===== src/rtl/sweep_frame_pkg.sv =====
// Shared types, default frame words and CRC constants for the sweep frame packer.
// SWEEP_FRAME_CRC_EN enables the CRC word appended after the count word.
package sweep_frame_pkg;

  localparam int unsigned WORD_W = 16;
  localparam int unsigned DAC_W  = 10;

  localparam logic [WORD_W-1:0] HDR_WORD_DEF = 16'hA5A5;
  localparam logic [WORD_W-2:0] TRL_WORD_DEF = 15'h5A5A;

  localparam logic [WORD_W-1:0] CRC_POLY = 16'h1021;
  localparam logic [WORD_W-1:0] CRC_INIT = 16'hFFFF;

  typedef enum logic [2:0] {
    ST_IDLE,
    ST_HDR,
    ST_DAC,
    ST_PAYLOAD,
    ST_TRL,
    ST_CNT,
    ST_CRC,
    ST_DONE
  } state_t;

  // CRC-16-CCITT update over one word, MSB first.
  function automatic logic [WORD_W-1:0] crc16_step(input logic [WORD_W-1:0] crc,
                                                   input logic [WORD_W-1:0] data);
    logic [WORD_W-1:0] c;
    c = crc;
    for (int i = WORD_W - 1; i >= 0; i--) begin
      if (c[WORD_W-1] ^ data[i]) c = {c[WORD_W-2:0], 1'b0} ^ CRC_POLY;
      else                       c = {c[WORD_W-2:0], 1'b0};
    end
    return c;
  endfunction

endpackage


===== src/rtl/sweep_frame_buf.sv =====
// First-word-fall-through payload FIFO; pushes into a full FIFO and pops from an
// empty one are ignored, concurrent push and pop are allowed.
module sweep_frame_buf
  import sweep_frame_pkg::*;
#(
  parameter int unsigned DEPTH = 256
) (
  input  logic              Clk,
  input  logic              reset_n,
  input  logic              i_push,
  input  logic [WORD_W-1:0] i_data,
  input  logic              i_pop,
  output logic [WORD_W-1:0] o_data_c,
  output logic              o_full_c,
  output logic              o_empty_c
);

  localparam int unsigned AW = $clog2(DEPTH);

  logic [WORD_W-1:0] r_mem [DEPTH];
  logic [AW:0]       r_wptr;
  logic [AW:0]       r_rptr;
  logic              w_wr;
  logic              w_rd;

  assign o_full_c  = (r_wptr[AW] != r_rptr[AW]) && (r_wptr[AW-1:0] == r_rptr[AW-1:0]);
  assign o_empty_c = (r_wptr == r_rptr);
  assign w_wr      = i_push && !o_full_c;
  assign w_rd      = i_pop && !o_empty_c;
  assign o_data_c  = r_mem[r_rptr[AW-1:0]];

  always_ff @(posedge Clk) begin
    if (w_wr) r_mem[r_wptr[AW-1:0]] <= i_data;
  end

  always_ff @(posedge Clk or negedge reset_n) begin
    if (!reset_n) begin
      r_wptr <= '0;
      r_rptr <= '0;
    end else begin
      if (w_wr) r_wptr <= r_wptr + (AW+1)'(1);
      if (w_rd) r_rptr <= r_rptr + (AW+1)'(1);
    end
  end

endmodule


===== src/rtl/sweep_frame_packer.sv =====
// Frames each sweep DAC step as HDR, DAC code, payload, trailer, word count into
// the USB FIFO. Define SWEEP_FRAME_CRC_EN to append a CRC-16-CCITT word.
module sweep_frame_packer
  import sweep_frame_pkg::*;
#(
  parameter int unsigned       BUF_DEPTH    = 256,
  parameter int unsigned       IDLE_TIMEOUT = 1024,
  parameter logic [WORD_W-1:0] HDR_WORD     = HDR_WORD_DEF,
  parameter logic [WORD_W-2:0] TRL_WORD     = TRL_WORD_DEF
) (
  input  logic              Clk,
  input  logic              reset_n,
  input  logic              StepStart,
  input  logic [DAC_W-1:0]  DacCode,
  input  logic [WORD_W-1:0] MaxWords,
  input  logic [WORD_W-1:0] SweepACQData,
  input  logic              SweepACQData_en,
  output logic [WORD_W-1:0] OutData,
  output logic              OutData_en,
  input  logic              OutFull,
  output logic              DataTransmitDone,
  output logic              Overflow,
  output logic              Busy
);

  localparam int unsigned TMR_W = $clog2(IDLE_TIMEOUT + 1);

  state_t            r_state;
  state_t            w_next;
  logic [DAC_W-1:0]  r_dac;
  logic [WORD_W-1:0] r_rx_cnt;
  logic [WORD_W-1:0] r_tx_cnt;
  logic [TMR_W-1:0]  r_timer;
  logic              r_open;
  logic              r_overflow;
  logic              r_busy;
  logic              r_done;
  logic              r_out_en;
  logic [WORD_W-1:0] r_out_data;
  logic              w_start;
  logic              w_close;
  logic              w_in_word;
  logic              w_pop;
  logic              w_issue;
  logic [WORD_W-1:0] w_word;
  logic [WORD_W-1:0] w_buf_data;
  logic              w_buf_full;
  logic              w_buf_empty;
`ifdef SWEEP_FRAME_CRC_EN
  logic [WORD_W-1:0] r_crc;
`endif

  assign w_start   = StepStart && (r_state == ST_IDLE);
  assign w_close   = r_open && (((MaxWords != '0) && (r_rx_cnt == MaxWords)) ||
                                (r_timer == TMR_W'(IDLE_TIMEOUT)));
  assign w_in_word = r_open && !w_close && SweepACQData_en;

  sweep_frame_buf #(.DEPTH(BUF_DEPTH)) u_buf (
    .Clk       (Clk),
    .reset_n   (reset_n),
    .i_push    (w_in_word),
    .i_data    (SweepACQData),
    .i_pop     (w_pop),
    .o_data_c  (w_buf_data),
    .o_full_c  (w_buf_full),
    .o_empty_c (w_buf_empty)
  );

  // Input side: open from StepStart until word budget or idle timeout closes it.
  always_ff @(posedge Clk or negedge reset_n) begin
    if (!reset_n) begin
      r_open     <= 1'b0;
      r_rx_cnt   <= '0;
      r_timer    <= '0;
      r_overflow <= 1'b0;
    end else if (w_start) begin
      r_open     <= 1'b1;
      r_rx_cnt   <= '0;
      r_timer    <= '0;
      r_overflow <= 1'b0;
    end else if (w_close) begin
      r_open <= 1'b0;
    end else if (r_open) begin
      if (SweepACQData_en) begin
        r_timer <= '0;
        if (r_rx_cnt != '1) r_rx_cnt <= r_rx_cnt + WORD_W'(1);
        if (w_buf_full)     r_overflow <= 1'b1;
      end else begin
        r_timer <= r_timer + TMR_W'(1);
      end
    end
  end

  always_ff @(posedge Clk or negedge reset_n) begin
    if (!reset_n) r_state <= ST_IDLE;
    else          r_state <= w_next;
  end

  // Output side: one word per cycle whenever the USB FIFO has room.
  always_comb begin
    w_next  = r_state;
    w_issue = 1'b0;
    w_pop   = 1'b0;
    w_word  = '0;
    unique case (r_state)
      ST_IDLE: if (w_start) w_next = ST_HDR;
      ST_HDR: if (!OutFull) begin
        w_issue = 1'b1;
        w_word  = HDR_WORD;
        w_next  = ST_DAC;
      end
      ST_DAC: if (!OutFull) begin
        w_issue = 1'b1;
        w_word  = {(WORD_W-DAC_W)'(0), r_dac};
        w_next  = ST_PAYLOAD;
      end
      ST_PAYLOAD: begin
        if (!w_buf_empty) begin
          if (!OutFull) begin
            w_issue = 1'b1;
            w_pop   = 1'b1;
            w_word  = w_buf_data;
          end
        end else if (!r_open) begin
          w_next = ST_TRL;
        end
      end
      ST_TRL: if (!OutFull) begin
        w_issue = 1'b1;
        w_word  = {r_overflow, TRL_WORD};
        w_next  = ST_CNT;
      end
      ST_CNT: if (!OutFull) begin
        w_issue = 1'b1;
        w_word  = r_tx_cnt;
`ifdef SWEEP_FRAME_CRC_EN
        w_next  = ST_CRC;
`else
        w_next  = ST_DONE;
`endif
      end
`ifdef SWEEP_FRAME_CRC_EN
      ST_CRC: if (!OutFull) begin
        w_issue = 1'b1;
        w_word  = r_crc;
        w_next  = ST_DONE;
      end
`endif
      ST_DONE: w_next = ST_IDLE;
      default: w_next = ST_IDLE;
    endcase
  end

  always_ff @(posedge Clk or negedge reset_n) begin
    if (!reset_n) begin
      r_out_en   <= 1'b0;
      r_out_data <= '0;
      r_done     <= 1'b0;
      r_busy     <= 1'b0;
      r_dac      <= '0;
      r_tx_cnt   <= '0;
    end else begin
      r_out_en <= w_issue;
      if (w_issue) r_out_data <= w_word;
      r_done <= (r_state == ST_DONE);
      if (w_start)                   r_busy <= 1'b1;
      else if (r_state == ST_DONE)   r_busy <= 1'b0;
      if (w_start) r_dac <= DacCode;
      if (w_start)    r_tx_cnt <= '0;
      else if (w_pop) r_tx_cnt <= r_tx_cnt + WORD_W'(1);
    end
  end

`ifdef SWEEP_FRAME_CRC_EN
  // Running CRC over every frame word issued before the CRC word itself.
  always_ff @(posedge Clk or negedge reset_n) begin
    if (!reset_n)                            r_crc <= CRC_INIT;
    else if (w_start)                        r_crc <= CRC_INIT;
    else if (w_issue && r_state != ST_CRC)   r_crc <= crc16_step(r_crc, w_word);
  end
`endif

  assign OutData          = r_out_data;
  assign OutData_en       = r_out_en;
  assign DataTransmitDone = r_done;
  assign Overflow         = r_overflow;
  assign Busy             = r_busy;

endmodule


===== config.mk =====
export PLATFORM = sky130hd
export DESIGN_NAME = sweep_frame_packer
export DESIGN_NICKNAME = d
export VERILOG_FILES = /design/src/rtl/sweep_frame_pkg.sv /design/src/rtl/sweep_frame_buf.sv /design/src/rtl/sweep_frame_packer.sv
export SDC_FILE = /design/constraint.sdc
export NUM_CORES = 2
export LEC_CHECK = 0
export CAP_MARGIN = 5
export CORE_UTILIZATION = 45
export DETAILED_ROUTE_END_ITERATION = 16
export GPL_TIMING_DRIVEN = 0
export HOLD_SLACK_MARGIN = 0.1
export PLACE_DENSITY = 0.69
export REMOVE_ABC_BUFFERS = 1
export SYNTH_ARGS = -nofsm -noshare
export SYNTH_HDL_FRONTEND = slang
export SYNTH_SLANG_ARGS = --single-unit

===== constraint.sdc =====
create_clock -name Clk -period 7.4 [get_ports Clk]
set_clock_uncertainty 0.2 [all_clocks]
set_input_delay 0.74 -clock Clk [delete_from_list [all_inputs] [get_ports Clk]]
set_output_delay 0.74 -clock Clk [all_outputs]
set_load 0.03 [all_outputs]

* After elaboration in Yosys (flattened, before gate mapping)
Memory sizes are Yosys's and may differ from the RTL's. Cells that the tools add are included.
Word-level totals: register bits 95, bits in latches 0, bits in writable memories 4096, memory bits (read-only) 0, input bits 47, logic and storage cells 106, memories kept 1
Memory list:
- u_buf.r_mem | words 256, width 16, read ports 1, clocked after memory_dff 0, wr ports 1, line sweep_frame_buf.sv:20 | logic [WORD_W-1:0] r_mem [DEPTH];
Operators by class: add/sub/neg operators 5, multiply operators 0, div/mod/pow operators 0, order comparisons 0, equal/unequal tests 20, shifts and indexed selects 0, muxes and demuxes 41, bitwise gates (word level) 0, reductions and logical operators 26
Operators by type and width (count):
- two-way mux 16 bit | 12
- case mux 16 bit (5 select lines) | 1
- two-way mux 11 bit | 4
- adder 16 x 1 -> 16 bit, second input constant | 2
- two-way mux 3 bit | 7
- adder 9 x 1 -> 9 bit, second input constant | 2
- case mux 3 bit (6 select lines) | 1
- == test 16 bit | 1
- inequality test 16 bit, second input constant | 1
- nonzero test 16 bit | 1
- two-way mux 1 bit | 14
- inequality test 2 bit, second input constant | 7
- nonzero test 2 bit | 7
- adder 11 x 1 -> 11 bit, second input constant | 1
- == test 11 bit, second input constant | 1
- two-way mux 10 bit | 1
- == test 3 bit, second input constant | 3
- == test 9 bit | 1
- == test 8 bit | 1
- logical AND 1 bit | 8
- AND reduction 4 bit | 2
- AND reduction 7 bit | 1
- == test 3 x 2 -> 1 bit, second input constant | 2
- OR reduction 4 bit | 1
- 8 further kinds | 10

* Longest topological paths before layout
depth after elaboration 10, mapped depth 14, mapped depth without buffers 9

* Hierarchy
A second synthesis with hierarchy kept.
Second synthesis, totals: cell total of the unflattened synthesis 7489, area, all modules 162863.7 um^2
By module, submodules not included:
- sweep_frame_buf | times used 1, cells an instance 6998, area each 158488.3 um^2, seq. area each 123448.4 um^2
- sweep_frame_packer | times used 1, cells an instance 491, area each 4375.4 um^2, seq. area each 1926.8 um^2

* Worst setup path before layout
Ideal clock, no wire load.
path kind input port to flip-flop, start point in MaxWords[3], end point mem u_buf.r_mem[220][0], enable pin, library setup time 388 ps, arrival 3244 ps, path slack 3567 ps, stages 9, cell sequence nor4_1 > nand4_1 > and3_1 > a211oi_2 > nand2_1 > nor2_2 > nand2_1 > clkbuf_1 > nor2_1
On the way: longest elaborated chain between the ends 10
RTL lines:
- from (decl) | line sweep_frame_packer.sv:15 | input logic [WORD_W-1:0] MaxWords,
- == test 16 bit or nonzero test 16 bit (tied branches) | line sweep_frame_packer.sv:54 | assign w_close = r_open && (((MaxWords != '0) && (r_rx_cnt == MaxWords)) ||
- logical AND 1 bit * | line sweep_frame_packer.sv:54
- logical OR 1 bit * | line sweep_frame_packer.sv:54
- logical AND 1 bit * | line sweep_frame_packer.sv:54
- zero test 1 bit * | line sweep_frame_packer.sv:56 | assign w_in_word = r_open && !w_close && SweepACQData_en;
- logical AND 1 bit * (2 in series) | line sweep_frame_packer.sv:56
- logical AND 1 bit * | line sweep_frame_buf.sv:28 | assign w_wr = i_push && !o_full_c;
- two-way mux 1 bit * | line sweep_frame_buf.sv:33 | if (w_wr) r_mem[r_wptr[AW-1:0]] <= i_data;
- two-way mux 1 bit (not written as such) * | line sweep_frame_buf.sv:33
- to (decl) | line sweep_frame_buf.sv:20
Mark *: on every way between the ends. The rest lies on a longest branch, timed or not.

* Final worst setup path
start point reg u_buf.r_rptr[0], end point mem u_buf.r_mem[126][0], enable pin
On the way: longest elaborated chain between the ends 6
RTL lines:
- from (decl) | line sweep_frame_buf.sv:22 | logic [AW:0] r_rptr;
- from (signal assigned) | line sweep_frame_buf.sv:42 | if (w_rd) r_rptr <= r_rptr + (AW+1)'(1);
- == test 8 bit | line sweep_frame_buf.sv:26 | assign o_full_c = (r_wptr[AW] != r_rptr[AW]) && (r_wptr[AW-1:0] == r_rptr[AW-1:0]);
- logical AND 1 bit | line sweep_frame_buf.sv:26
- zero test 1 bit | line sweep_frame_buf.sv:28
- logical AND 1 bit | line sweep_frame_buf.sv:28
- two-way mux 1 bit | line sweep_frame_buf.sv:33
- two-way mux 1 bit (not written as such) | line sweep_frame_buf.sv:33
Every way passes these cells.

==> results.ini <==
[status]
outcome=finished, final reports clean

[timing]
holdWs_ns=0.0901
drv_slew=0
period_minus_slack_ns=6.73
rsz0062_at_grt=false
fmax_mhz=149
fin_ws_ns=0.673
relSlewSlack_pct=4.12
worstMarginPinSlew_ns=1.43
final-setup-viol-count=0
period_share_pct=90.9
tns_ns=0
hold_violations=0

[critical_path]
crit_start=u_buf.r_rptr[0]
r2r_start=u_buf.r_rptr[0]
r2r_end=u_buf.r_mem[126][0]
crit_fanout=46
startpoint_type=flop
crit_type=flop to flop
arrival_ns=7.14
ff2ff_path_depth=14
crit_end=u_buf.r_mem[126][0]
required_ns=7.81
worst_setup_path_end_kind=flop
ff2ff_setup_slack_ns=0.67

[placed_design]
hpwl_mm=285
placed_cell_area_mm2=0.176
port_buffers=66
place.gp.congestion=0.877
dp_slack_ns=0.433

[clocking]
clock-root-buffer=clkbuf_16
post_cts_buffers=0
ctsHtreeMaxLevel=5
clk_pin_slew_ns=0.07
clock-sinks=4191
cts_tree=yes
insertion_delay_ns=0.95
cts_resized=0
clock_path_buffers=4
cts_inserted_buffers=394
holdBufCountCts=6

[synthesis]
synth_cells=7881
synth_edf_count=4096
synthArstFlopShare_pct=2.27
avgSynthCellArea_um2=20.7
ys_seq_area_share_pct=76.8
netlist_area_mm2=0.163
ys_warn_count=0
synth_seq_cells=4191
synthDistinctLibCells=83
ys.flop_type=edfxtp_1

[power_and_ir_drop]
power.density_mw_per_mm2=348
peakVddDrop_v=0.000295
seq_power_share_pct=41.1
clock_power_share_pct=30.5
leakage_nw=59.4
p_switching_mw=20.3
power_frac_comb_pct=28.4
power_mw=65.5
swShare_pct=31.0
intPower_mw=45.3

[cells_and_area]
seq_area_mm2=0.125
area_growth_pct=15.5
postLayoutCellArea_mm2=0.189
fill_cells=26900
multi_input_area_mm2=0.0358
final_layout_size_suffix_gt1_share_pct=25.1
nNetsFinal=8347

[drt]
ant_nets=0
routed_wl_mm=458
drt_iter0_markers=13900
route.vias.total=85200
drc=0
via_per_inst=6.36
drt-pass1-iter-count=6
wl_per_cell_um=34.2

[floorplan]
fp.dieW_um=604
die_h_um=604
rows=220
core-area_mm2=0.360
initial_utilization_pct=45.3
die_area_mm2=0.365
pin_count=67

[grt]
grt_max_degree=153
grt_pass1_vias=83500
track_usage_pct=24.8
grt-ovfl-total=0
grt_pass1_wl_mm=639
grt_antenna_before_repair=26

[flow_run]
maxCapViolCount=0

[min_path]
min_path_type=input port to flop
hold_depth=1

[synthesized netlist by cell type, types with 42 or more instances]
cell,n,area [um^2]
buf_2,153,766
a211oi_1,46,345
dfrtp_1,95,2380
o22ai_1,69,432
buf_6,52,586
o221ai_1,42,368
a21oi_1,168,841
mux2i_1,426,4260
o21ai_0,115,576
buf_4,70,526
nor2_1,409,1540
nand2_1,327,1230
a22oi_1,110,826
clkbuf_1,131,492
a221oi_1,65,569
edfxtp_1,4096,123000
mux4_2,853,19200
nand3_1,93,465
xnor2_1,42,368
[power groups by stage]
stage | clock network, mW | registers, mW | logic, mW
6_report | 20.0 | 26.9 | 18.6
5_1_grt | 21.0 | 26.9 | 19.2
4_1_cts | 20.1 | 26.9 | 18.3
3_5_place_dp | 0 | 27.4 | 18.3
3_3_place_gp | 0 | 28.4 | 12.2
2_1_floorplan | 0 | 27.9 | 9.40
[cell type report]
cell class / count / area share, %
flip-flops and latches: 4191 / 66.5
diodes: 24 / 0.0319
clock inverters: 220 / 1.13
multi-input cells: 3217 / 19.0
repair buffers: 462 / 4.57
well taps: 4773 / 3.17
inverters: 23 / 0.0564
clock buffers: 491 / 5.54
[kinds of logic (layout without fill, tap and decap cells)]
group                      Yosys count  in the layout  share of synthesized area, %
adders and majority gates           11             11                        0.0843
AOI/OAI and AO/OA                  782            782                          3.26
and+or+nand+nor                   1023           1023                          2.72
other                                0             24                             0
buffers and inverters              473           1196                          1.80
DFF                               4191           4191                          76.8
muxes                             1324           1324                          14.9
xor gates and xnor gates            77             77                         0.413
[critical path, stage by stage, from the launching register on]
cell      delay (ns)
dfrtp_4         0.79
buf_16          0.38
buf_16          0.31
buf_16          0.31
xnor2_1         0.11
nand4_1         0.40
o31ai_1         0.20
clkbuf_4        0.24
a211oi_4        0.85
nand2_1         0.25
nor2_2          0.30
nand2_2         0.59
buf_12          0.41
nor2_2          0.65
buf_16          0.24
[how the worst min path moves through the flow]
stage / from / end / slack, ns
floorplan: reset_n / Busy / 0.24
global placement: r_dac[1] / r_dac[1] / 0.28
detailed placement: r_dac[6] / r_dac[6] / 0.27
CTS: SweepACQData[7] / u_buf.r_mem[90][7] / 0.11
global route: SweepACQData[3] / u_buf.r_mem[103][3] / 0.13
finish: SweepACQData[0] / u_buf.r_mem[99][0] / 0.09
[per-layer routing]
metal	vias up	track usage [%]	share of wire, %
met4	2	12.7	6.0
li1	33600	-	-
met3	1107	6.82	13
met1	44500	32.9	36
met5	-	0	0.0026
met2	6042	37.6	45
[stage by stage]
step	instances	utilization, %
after floorplan	7431	-
after global placement	12300	46.4
after detailed placement	12700	48.8
after CTS	13400	52.3
after global routing	13400	52.3
final	13400	52.4
[flip-flops by register name (all words and copies together), names as in the netlist]
register,cells
u_buf.r_mem,4096
OutData_en,1
Overflow,1
u_buf.r_wptr,9
r_timer,11
r_state,3
u_buf.r_rptr,9
r_open,1
r_dac,10
Busy,1
r_rx_cnt,16
r_tx_cnt,16
DataTransmitDone,1
OutData,16
[cell usage in the layout (no fill, tap or decap), drive strengths merged, types with 16 or more instances in the layout]
master / synthesis / layout
edfxtp: 4096 / 4096
mux4: 877 / 877
clkbuf: 134 / 493
mux2i: 426 / 426
nor2: 410 / 410
buf: 315 / 405
nand2: 327 / 327
a21oi: 168 / 168
clkinv: 2 / 162
o21ai: 116 / 116
a22oi: 110 / 110
dfrtp: 95 / 95
nand3: 93 / 93
o22ai: 69 / 69
a221oi: 65 / 65
clkdlybuf4s50: 0 / 49
a211oi: 47 / 47
xnor2: 42 / 42
o221ai: 42 / 42
bufinv: 0 / 36
nor3: 36 / 36
xor2: 35 / 35
o211ai: 34 / 34
nand4: 30 / 30
inv: 21 / 30
a31oi: 25 / 25
diode: 0 / 24
and3: 23 / 23
mux2: 21 / 21
nor4: 21 / 21
nand2b: 17 / 17
nor2b: 16 / 16
No activity file was read; power rests on OpenSTA's default activity.
